--- config.mk ---
export PLATFORM = sky130hd
export DESIGN_NAME = calc_alu
export DESIGN_NICKNAME = d
export VERILOG_FILES = /design/src/rtl/calc_pkg.sv /design/src/rtl/calc_alu_mul_div.sv /design/src/rtl/calc_alu.sv
export SDC_FILE = /design/constraint.sdc
export NUM_CORES = 1
export LEC_CHECK = 0
export CELL_PAD_IN_SITES_DETAIL_PLACEMENT = 1
export CELL_PAD_IN_SITES_GLOBAL_PLACEMENT = 1
export CORE_MARGIN = 2
export CORE_UTILIZATION = 41
export CTS_BUF_LIST = sky130_fd_sc_hd__clkbuf_2 sky130_fd_sc_hd__clkbuf_4 sky130_fd_sc_hd__clkbuf_8
export DETAILED_ROUTE_END_ITERATION = 16
export PLACE_DENSITY = 0.84
export SYNTH_ARGS = -nofsm -noshare
export SYNTH_HDL_FRONTEND = slang
export SYNTH_SLANG_ARGS = --single-unit
export TNS_END_PERCENT = 50
--- constraint.sdc ---
create_clock -name clk -period 3.29 [get_ports clk]
set_clock_uncertainty 0.05 [all_clocks]
set_input_delay 0.4935 -clock clk [delete_from_list [all_inputs] [get_ports clk]]
set_output_delay 0.4935 -clock clk [all_outputs]
set_load 0.02 [all_outputs]
--- src/rtl/calc_pkg.sv ---
// Shared types for the calculator datapath and output driver.
// Opcodes, FSM states and counter sizing.
package calc_pkg;

  localparam int OP_W   = 2;
  localparam int DATA_W = 16;

  function automatic int cnt_w(input int w);
    return (w > 1) ? $clog2(w) : 1;
  endfunction

  localparam int CNT_W = cnt_w(DATA_W);

  typedef enum logic [OP_W-1:0] {
    ADD, SUB, MUL, DIV
  } op_e;

  typedef enum logic [2:0] {
    IDLE, ADDSUB, ITER, FIX, DONE
  } alu_state_e;

endpackage

--- src/rtl/calc_alu_mul_div.sv ---
// Shared hi/lo shift datapath: shift-add multiply and
// restoring divide on unsigned magnitudes, one bit per step.
module mul_div_unit
  import calc_pkg::*;
#(
  parameter int DATA_WIDTH = DATA_W
) (
  input  logic                    clk,
  input  logic                    rst,
  input  logic                    start,
  input  logic                    step,
  input  op_e                     op,
  input  logic [DATA_WIDTH-1:0]   a,
  input  logic [DATA_WIDTH-1:0]   b,
  output logic [2*DATA_WIDTH-1:0] product,
  output logic [DATA_WIDTH-1:0]   quotient
);

  localparam int W = DATA_WIDTH;

  logic [W-1:0] hi;
  logic [W-1:0] lo;
  logic [W-1:0] opnd;
  logic [W:0]   sum;
  logic [W:0]   shifted;
  logic [W-1:0] rem;
  logic         borrow;

  always_comb begin
    sum     = {1'b0, hi} + (lo[0] ? {1'b0, opnd} : '0);
    shifted = {hi, lo[W-1]};
    borrow  = shifted < {1'b0, opnd};
    rem     = shifted[W-1:0] - opnd;
  end

  // lo holds the multiplier (MUL) or dividend/quotient (DIV)
  always_ff @(posedge clk) begin
    if (rst) begin
      hi   <= '0;
      lo   <= '0;
      opnd <= '0;
    end else if (start) begin
      hi   <= '0;
      lo   <= a;
      opnd <= b;
    end else if (step) begin
      if (op == DIV) begin
        hi <= borrow ? shifted[W-1:0] : rem;
        lo <= {lo[W-2:0], ~borrow};
      end else begin
        {hi, lo} <= {sum, lo[W-1:1]};
      end
    end
  end

  assign product  = {hi, lo};
  assign quotient = lo;

endmodule

--- src/rtl/calc_alu.sv ---
// Multi-cycle calculator ALU: ADD/SUB in one cycle, MUL/DIV
// iterated bit-serially, result held until downstream accepts.
module calc_alu
  import calc_pkg::*;
#(
  parameter int DATA_WIDTH = DATA_W
) (
  input  logic                  clk,
  input  logic                  rst,
  input  logic [DATA_WIDTH-1:0] i_a,
  input  logic [DATA_WIDTH-1:0] i_b,
  input  logic [OP_W-1:0]       i_op,
  input  logic                  i_2s_comp,
  input  logic                  i_valid,
  output logic                  o_ready,
  output logic [DATA_WIDTH-1:0] o_data,
  output logic                  o_2s_comp,
  output logic                  o_error,
  output logic                  o_valid,
  input  logic                  i_ready
);

  localparam int W  = DATA_WIDTH;
  localparam int CW = cnt_w(W);

  alu_state_e state, next;

  logic [CW-1:0]  cnt;
  logic [W-1:0]   a_q, b_q;
  op_e            op_q;
  logic           sgn_q;
  logic           accept, last, neg;
  logic           step, load;
  logic [W-1:0]   a_mag, b_mag;
  logic [2*W-1:0] product, prod_s;
  logic [W-1:0]   quotient, quo_s;
  logic [W:0]     sum, dif;
  logic [W-1:0]   res;
  logic           err;

  assign accept = i_valid && o_ready;
  assign last   = cnt == CW'(W-1);
  assign neg    = sgn_q && (a_q[W-1] ^ b_q[W-1]);
  assign a_mag  = (i_2s_comp && i_a[W-1]) ? -i_a : i_a;
  assign b_mag  = (i_2s_comp && i_b[W-1]) ? -i_b : i_b;

  always_ff @(posedge clk) begin
    if (rst) begin
      state   <= IDLE;
      o_ready <= 1'b0;
      o_valid <= 1'b0;
    end else begin
      state   <= next;
      o_ready <= next == IDLE;
      o_valid <= next == DONE;
    end
  end

  always_comb begin
    next = state;
    unique case (state)
      IDLE:    if (accept) next = i_op[1] ? ITER : ADDSUB;
      ADDSUB:  next = DONE;
      ITER:    if (last) next = FIX;
      FIX:     next = DONE;
      DONE:    if (i_ready) next = IDLE;
      default: next = IDLE;
    endcase
  end

  always_comb begin
    step   = state == ITER;
    load   = (state == ADDSUB) || (state == FIX);
    sum    = {1'b0, a_q} + {1'b0, b_q};
    dif    = {1'b0, a_q} - {1'b0, b_q};
    prod_s = neg ? -product : product;
    quo_s  = neg ? -quotient : quotient;
    res    = '0;
    err    = 1'b0;
    unique case (1'b1)
      op_q == ADD: begin
        res = sum[W-1:0];
        err = sgn_q ? (a_q[W-1] == b_q[W-1] && sum[W-1] != a_q[W-1])
                    : sum[W];
      end
      op_q == SUB: begin
        res = dif[W-1:0];
        err = sgn_q ? (a_q[W-1] != b_q[W-1] && dif[W-1] != a_q[W-1])
                    : dif[W];
      end
      op_q == MUL: begin
        res = prod_s[W-1:0];
        err = sgn_q ? (prod_s[2*W-1:W] != {W{prod_s[W-1]}})
                    : (|prod_s[2*W-1:W]);
      end
      default: begin
        res = quo_s;
        err = (b_q == '0) ||
              (sgn_q && a_q == {1'b1, {(W-1){1'b0}}} && (&b_q));
      end
    endcase
  end

  always_ff @(posedge clk) begin
    if (rst) begin
      a_q       <= '0;
      b_q       <= '0;
      op_q      <= ADD;
      sgn_q     <= 1'b0;
      cnt       <= '0;
      o_data    <= '0;
      o_error   <= 1'b0;
      o_2s_comp <= 1'b0;
    end else begin
      if (accept) begin
        a_q   <= i_a;
        b_q   <= i_b;
        op_q  <= op_e'(i_op);
        sgn_q <= i_2s_comp;
        cnt   <= '0;
      end
      if (step) cnt <= cnt + 1'b1;
      if (load) begin
        o_data    <= err ? '0 : res;
        o_error   <= err;
        o_2s_comp <= sgn_q;
      end
    end
  end

  mul_div_unit #(
    .DATA_WIDTH(W)
  ) u_mul_div (
    .clk     (clk),
    .rst     (rst),
    .start   (accept),
    .step    (step),
    .op      (op_q),
    .a       (a_mag),
    .b       (b_mag),
    .product (product),
    .quotient(quotient)
  );

endmodule

Word-level counts from Yosys, hierarchy flattened
Index checks and enable logic that the tools add are counted.
{ "classes": {"addsub": 9, "n_mul": 0, "div": 0, "order_cmp": 1, "n_eq_ne": 15, "shifts": 0, "mux": 23, "bitwise_logic": 2, "n_reduce_logical": 19} }
{ "op_table": {"columns": ["cell", "n"], "rows": [
  ["2-to-1 mux 16 bit", 10],
  ["negation 16 bit", 3],
  ["case mux 16 bit (3 select lines)", 1],
  ["2-to-1 mux 32 bit", 1],
  ["negation 32 bit", 1],
  ["adder 16 x 16 -> 17 bit", 1],
  ["adder 16 x 17 -> 17 bit", 1],
  ["less-than comparator 17 x 16 -> 1 bit", 1],
  ["subtractor 16 x 16 -> 17 bit", 1],
  ["equality test 16 bit (second input constant)", 1],
  ["logical NOT 16 bit", 1],
  ["inequality test 16 bit", 1],
  ["AND reduction 16 bit", 1],
  ["OR reduction 16 bit", 1],
  ["subtractor 16 bit", 1],
  ["case mux 3 bit (4 select lines)", 1],
  ["2-to-1 mux 3 bit", 3],
  ["logical AND 1 bit", 8],
  ["2-to-1 mux 4 bit", 2],
  ["equality test 3 x 2 -> 1 bit (second input constant)", 2],
  ["equality test 3 bit (second input constant)", 2],
  ["logical NOT 3 bit", 2],
  ["adder 4 x 1 -> 4 bit (second input constant)", 1],
  ["equality test 2 bit (second input constant)", 2],
  ["other kinds (14)", 20]
]} }
{ "totals": {"regBits": 110, "latch_bits": 0, "ram_bits": 0, "mem_bits_ro": 0, "input_bits": 39, "out_inout_bits": 20, "n_memories": 0} }

Longest topological paths before layout
{ "depth": {"ltp_word": 7, "mapped_depth": 16, "ltp_nobuf": 14} }

Modules after synthesis
A second synthesis with hierarchy kept.
{ "hier_totals": {"cells_unflattened": 1405, "area_unflattened_um2": 10301.1} }
{ "modules_own_cells": {"columns": ["mod", "n_inst", "cells_each", "area_per_inst_um2", "seq_area_each_um2"], "rows": [
  ["calc_alu", 1, 882, 6293.5, 1241.2],
  ["mul_div_unit", 1, 523, 4007.6, 960.9]
]} }

Worst setup path before layout
Ideal clock, no wire load.
{ "synth_path": {"path_type": "register -> register", "startpoint": "register u_mul_div.lo[0], in the netlist u_mul_div.quotient[0]", "endpoint": "register o_data[10]", "setup_time_ps": 61, "arrival_ps": 3337, "t_required_ps": 3179, "setup_slack_ps": -158, "stages_incl_launch_ff": 16, "synth_period_minus_slack_ps": 3448, "path_cell_list": "dfxtp_1 clkbuf_1 inv_1 buf_1 ha_1 nor2b_1 nand4_1 o31ai_2 xnor2_1 a2111oi_1 o221ai_1 nor4_1 o21ai_1 a21oi_2 buf_6 a32o_1"} }
{ "synth_via": {"elab_chain_cells": 6, "word_cells_on_any_way": 10} }
{ "synth_rtl": {"columns": ["item", "line_no", "rtl"], "rows": [
  ["start, declared", "calc_alu_mul_div.sv:22", "logic [W-1:0] lo;"],
  ["start signal, assigned", "calc_alu_mul_div.sv:49", "lo <= {lo[W-2:0], ~borrow};"],
  ["start signal, assigned", "calc_alu_mul_div.sv:51", "{hi, lo} <= {sum, lo[W-1:1]};"],
  ["negation 32 bit", "calc_alu.sv:76", "prod_s = neg ? -product : product;"],
  ["2-to-1 mux 32 bit", "calc_alu.sv:76", null],
  ["inequality test 16 bit / OR reduction 16 bit (equally long branches)", "calc_alu.sv:93, calc_alu.sv:94", null],
  ["2-to-1 mux 1 bit", "calc_alu.sv:93", "err = sgn_q ? (prod_s[2*W-1:W] != {W{prod_s[W-1]}})"],
  ["case mux 1 bit (3 select lines)", "calc_alu.sv:80", "unique case (1'b1)"],
  ["2-to-1 mux 16 bit *", "calc_alu.sv:124", "o_data <= err ? '0 : res;"],
  ["end signal, assigned", "calc_alu.sv:124", null],
  ["end, declared", "calc_alu.sv:16", "output logic [DATA_WIDTH-1:0] o_data,"]
]} }
Every way passes the cells marked *; elsewhere a longest branch is shown, timed or not.
A chain may end at the register's enable or synchronous reset.

Worst setup path in the final report
{ "layout_path": {"startpoint": "register b_q[15]", "endpoint": "register o_data[2]"} }
{ "layout_via": {"elab_chain_cells": 7, "word_cells_on_any_way": 24} }
{ "layout_rtl": {"columns": ["item", "line_no", "rtl"], "rows": [
  ["start, declared", "calc_alu.sv:29", "logic [W-1:0] a_q, b_q;"],
  ["start signal, assigned", "calc_alu.sv:117", "b_q <= i_b;"],
  ["branches (longest 6 deep; another with subtractor 16 x 16 -> 17 bit)", null, null],
  ["2-to-1 mux 16 bit *", "calc_alu.sv:124", null]
]} }
Every way passes the cells marked *.

==> out/qor.yml <==
switching_share_pct: 41.5
place_ws_ns: 0.000662
ff2ff_path_depth: 16
finalNetCount: 1543
first_pass_iters: 5
rsz0062_at_grt: "yes"
p_sw_uw: 1690
worst_slew_pin_slew_ns: 1.01
p_seq_share_pct: 35.8
vias_per_cell: 6.10
reg2reg_from: "b_q[15]"
ys_seq_area_share_pct: 22.9
ys_ff_latch: 109
rows: 55
grt-ovfl-total: 0
crit_slowest_cell: "dfxtp_2"
min_period_ns: 3.22
drc: 0
clk_latency_ns: 0.42
synth_edf_count: 0
r2r_end: "o_data[2]"
cts_tree: "yes"
clk_pin_slew_ns: 0.13
num_vias: 10501
syn_area_per_cell_sq_um: 7.15
worst_slack_ns: 0.0669
clkPwrFrac_pct: 22.6
outcome: "completed"
max_cap_viol_count: 0
synth_area_leaders: "dfxtp_1 23%, ha_1 9.1%, a21oi_1 7.8%"
powerDensity_nw_per_um2: 358
synth_nets: 1442
place.gp.congestion: 0.975
cts_buffer_depth: 2
comb_power_share_pct: 41.6
setup.worst_path.end_class: "flip-flop"
ant_nets: 0
dieHeight_um: 156
worst_hold_path.endpoint: "o_data[7]"
cp.arrival_ns: 3.53
die_area_sq_um: 24400
initial_utilization_pct: 41.9
drv_slew: 0
io_buffers: 58
drive_above_1_share_pct: 13.2
cp.required_ns: 3.60
slew-limit-headroom_pct: 32.1
synth_common_cells: "181 x nand2_1, 148 x a21oi_1, 140 x nor2_1"
timing.fmax_ghz: 0.310
syn_area_sq_um: 9510
fin_crit_sh_pct: 98.0
area_growth_pct: 20.0
setup_violations: 0
worstSetupStartpointType: "flip-flop"
drt_iter0_markers: 966
cts_max_level: 3
syn_inst: 1330
critPathKind: "reg2reg"
dp_hpwl_um: 28500
yosysTopAreaCell: "dfxtp_1"
leakage_uw: 0.00446
core_sq_um: 22700
grt_pass1_vias: 10381
n_antenna_cell: 0
cts_hold_buf: 0
yosysMostFrequentCell: "nand2_1"
synth_top_cell_area_share_pct: 22.9
synthFlopType: "dfxtp_1"
grt_max_degree: 51
routed_wirelength_um: 36500
dp.cells: 1701
grt_util_all_layers_pct: 29.3
grt_pass1_wl_um: 56300
root_buffer: "clkbuf_8"
r2r_slack_ns: 0.07
crit_chain: "inv_1 -> ha_1 -> buf_4 -> nor2b_4 -> buf_12 -> nand2_1 -> a21oi_1 -> o2bb2ai_1 -> o2111ai_1 -> o31a_1 -> nor4_2 -> buf_4 -> o21ai_1 -> a21oi_2 -> buf_12 -> a32o_1"
synth_cell_types: 76
postLayoutCoreUtil_pct: 50.3
instances_no_fill: 1721
die-width_um: 156
min-delay-start: "o_data[7]"
cts_buffers: 9
cts.sinks: 109
synth-async-reset-ratio_pct: 0
antenna_found_initial: 0
tns_ns: 0
crit_path_max_fanout: 17
yosys_warnings: 0
hp-class: "reg2reg"
hold_slack_ns: 0.430
hold_viol: 0
ios: 59
wl_per_cell_um: 21.2
intPower_uw: 2390
hold_path_depth: 1
slowest_delay_ns: 0.35
peakVddDrop_uv: 258
==> per-stage QoR <==
| stage | cell area, sq um | power [uW] |
|---|---|---|
| global placement | 11000 | 3030 |
| finish | 11400 | 4080 |
| detailed placement | 11000 | 3080 |
| CTS | 11200 | 3990 |
| floorplan | 9510 | 2450 |
| global route | 11400 | 4290 |
==> per-layer routing <==
layer | part of all wire, % | vias to the layer above | global-route usage, %
li1 | - | 4984 | -
met1 | 47 | 5124 | 41.1
met2 | 45 | 335 | 46.2
met3 | 6.4 | 58 | 5.26
met4 | 2.4 | 0 | 7.91
met5 | 0 | - | 0
==> cell families (layout without fill, tap and decap cells) <==
kind of cell	count (synthesis)	count (layout)	synth area share, %
AND/OR/NAND/NOR	510	510	25.5
AO/OA/AOI/OAI	396	396	26.7
buffers and inverters	151	257	6.41
flip-flops	109	109	22.9
XOR/XNOR	82	82	7.55
adder cells (fa/ha/maj)	73	73	9.92
multiplexers	9	9	0.974
==> sequential cells by signal (all words and copies together), names as in the netlist <==
register	cells
state	3
u_mul_div.quotient	16
o_valid	1
a_q	16
u_mul_div.hi	16
u_mul_div.opnd	15
sgn_q	1
b_q	16
o_ready	1
o_data	16
o_2s_comp	1
op_q	2
cnt	4
o_error	1
==> power groups by stage <==
stage / Clock (uW) / Combinational [uW] / Sequential, uW
after global routing: 977 / 1840 / 1470
after CTS: 920 / 1610 / 1460
after detailed placement: 0 / 1600 / 1490
final: 922 / 1700 / 1460
after floorplan: 0 / 982 / 1470
after global placement: 0 / 1550 / 1480
==> worst max path at each step <==
stage | depth (start not counted) | to | slack (ns) | startpoint
after CTS | 13 | u_mul_div.hi[12] | 0.02 | u_mul_div.quotient[0]
after global routing | 16 | o_data[2] | -0.08 | u_mul_div.quotient[0]
after detailed placement | 12 | o_error | 0.0007 | u_mul_div.hi[0]
final | 16 | o_data[2] | 0.07 | b_q[15]
after floorplan | 15 | o_data[10] | 0.02 | u_mul_div.quotient[0]
after global placement | 12 | o_error | 0.05 | u_mul_div.hi[0]
==> worst max-delay path, delay by kind of cell, from the launching register on <==
kind,cells,cell delay [ns]
AO/OA/AOI/OAI,7,1.19
AND/OR/NAND/NOR,3,0.57
adder cells (fa/ha/maj),1,0.29
buffers and inverters,5,0.71
flip-flops,1,0.35
==> final cells by class <==
class,instances,area (sq um)
fill,2888,11300
multi-input combinational,1070,6870
sequential,109,2190
timing repair buffer,180,1550
tap,285,357
inverter,61,229
clock buffer,9,124
clock inverter,7,86.3
==> repair_timing <==
item                       4_1_cts  5_1_grt
setup endpoints to repair       20       32
resized for setup                3       39
setup buffers                    0        3
pin swaps                        0        7
gates cloned                     0        1
==> placed cells by master (no fill, tap or decap), drive strengths merged, types with 5 or more instances in the layout <==
cell / n
nand2: 181
a21oi: 149
nor2: 140
buf: 122
dfxtp: 109
o21ai: 70
ha: 69
inv: 63
clkdlybuf4s50: 57
xnor2: 49
nor3: 40
xor2: 33
nor4: 27
a211oi: 24
a31oi: 21
a32o: 19
o31ai: 19
nor2b: 19
nand3: 18
nand4: 17
a311oi: 15
or3: 13
nand2b: 13
o211ai: 11
a21o: 10
clkbuf: 10
or4: 9
o21a: 9
and2: 8
mux2i: 7
and3: 6
o2111ai: 5
nand3b: 5
o311ai: 5
o41ai: 5
clkinv: 5
Power figures use the tool's default switching activity.
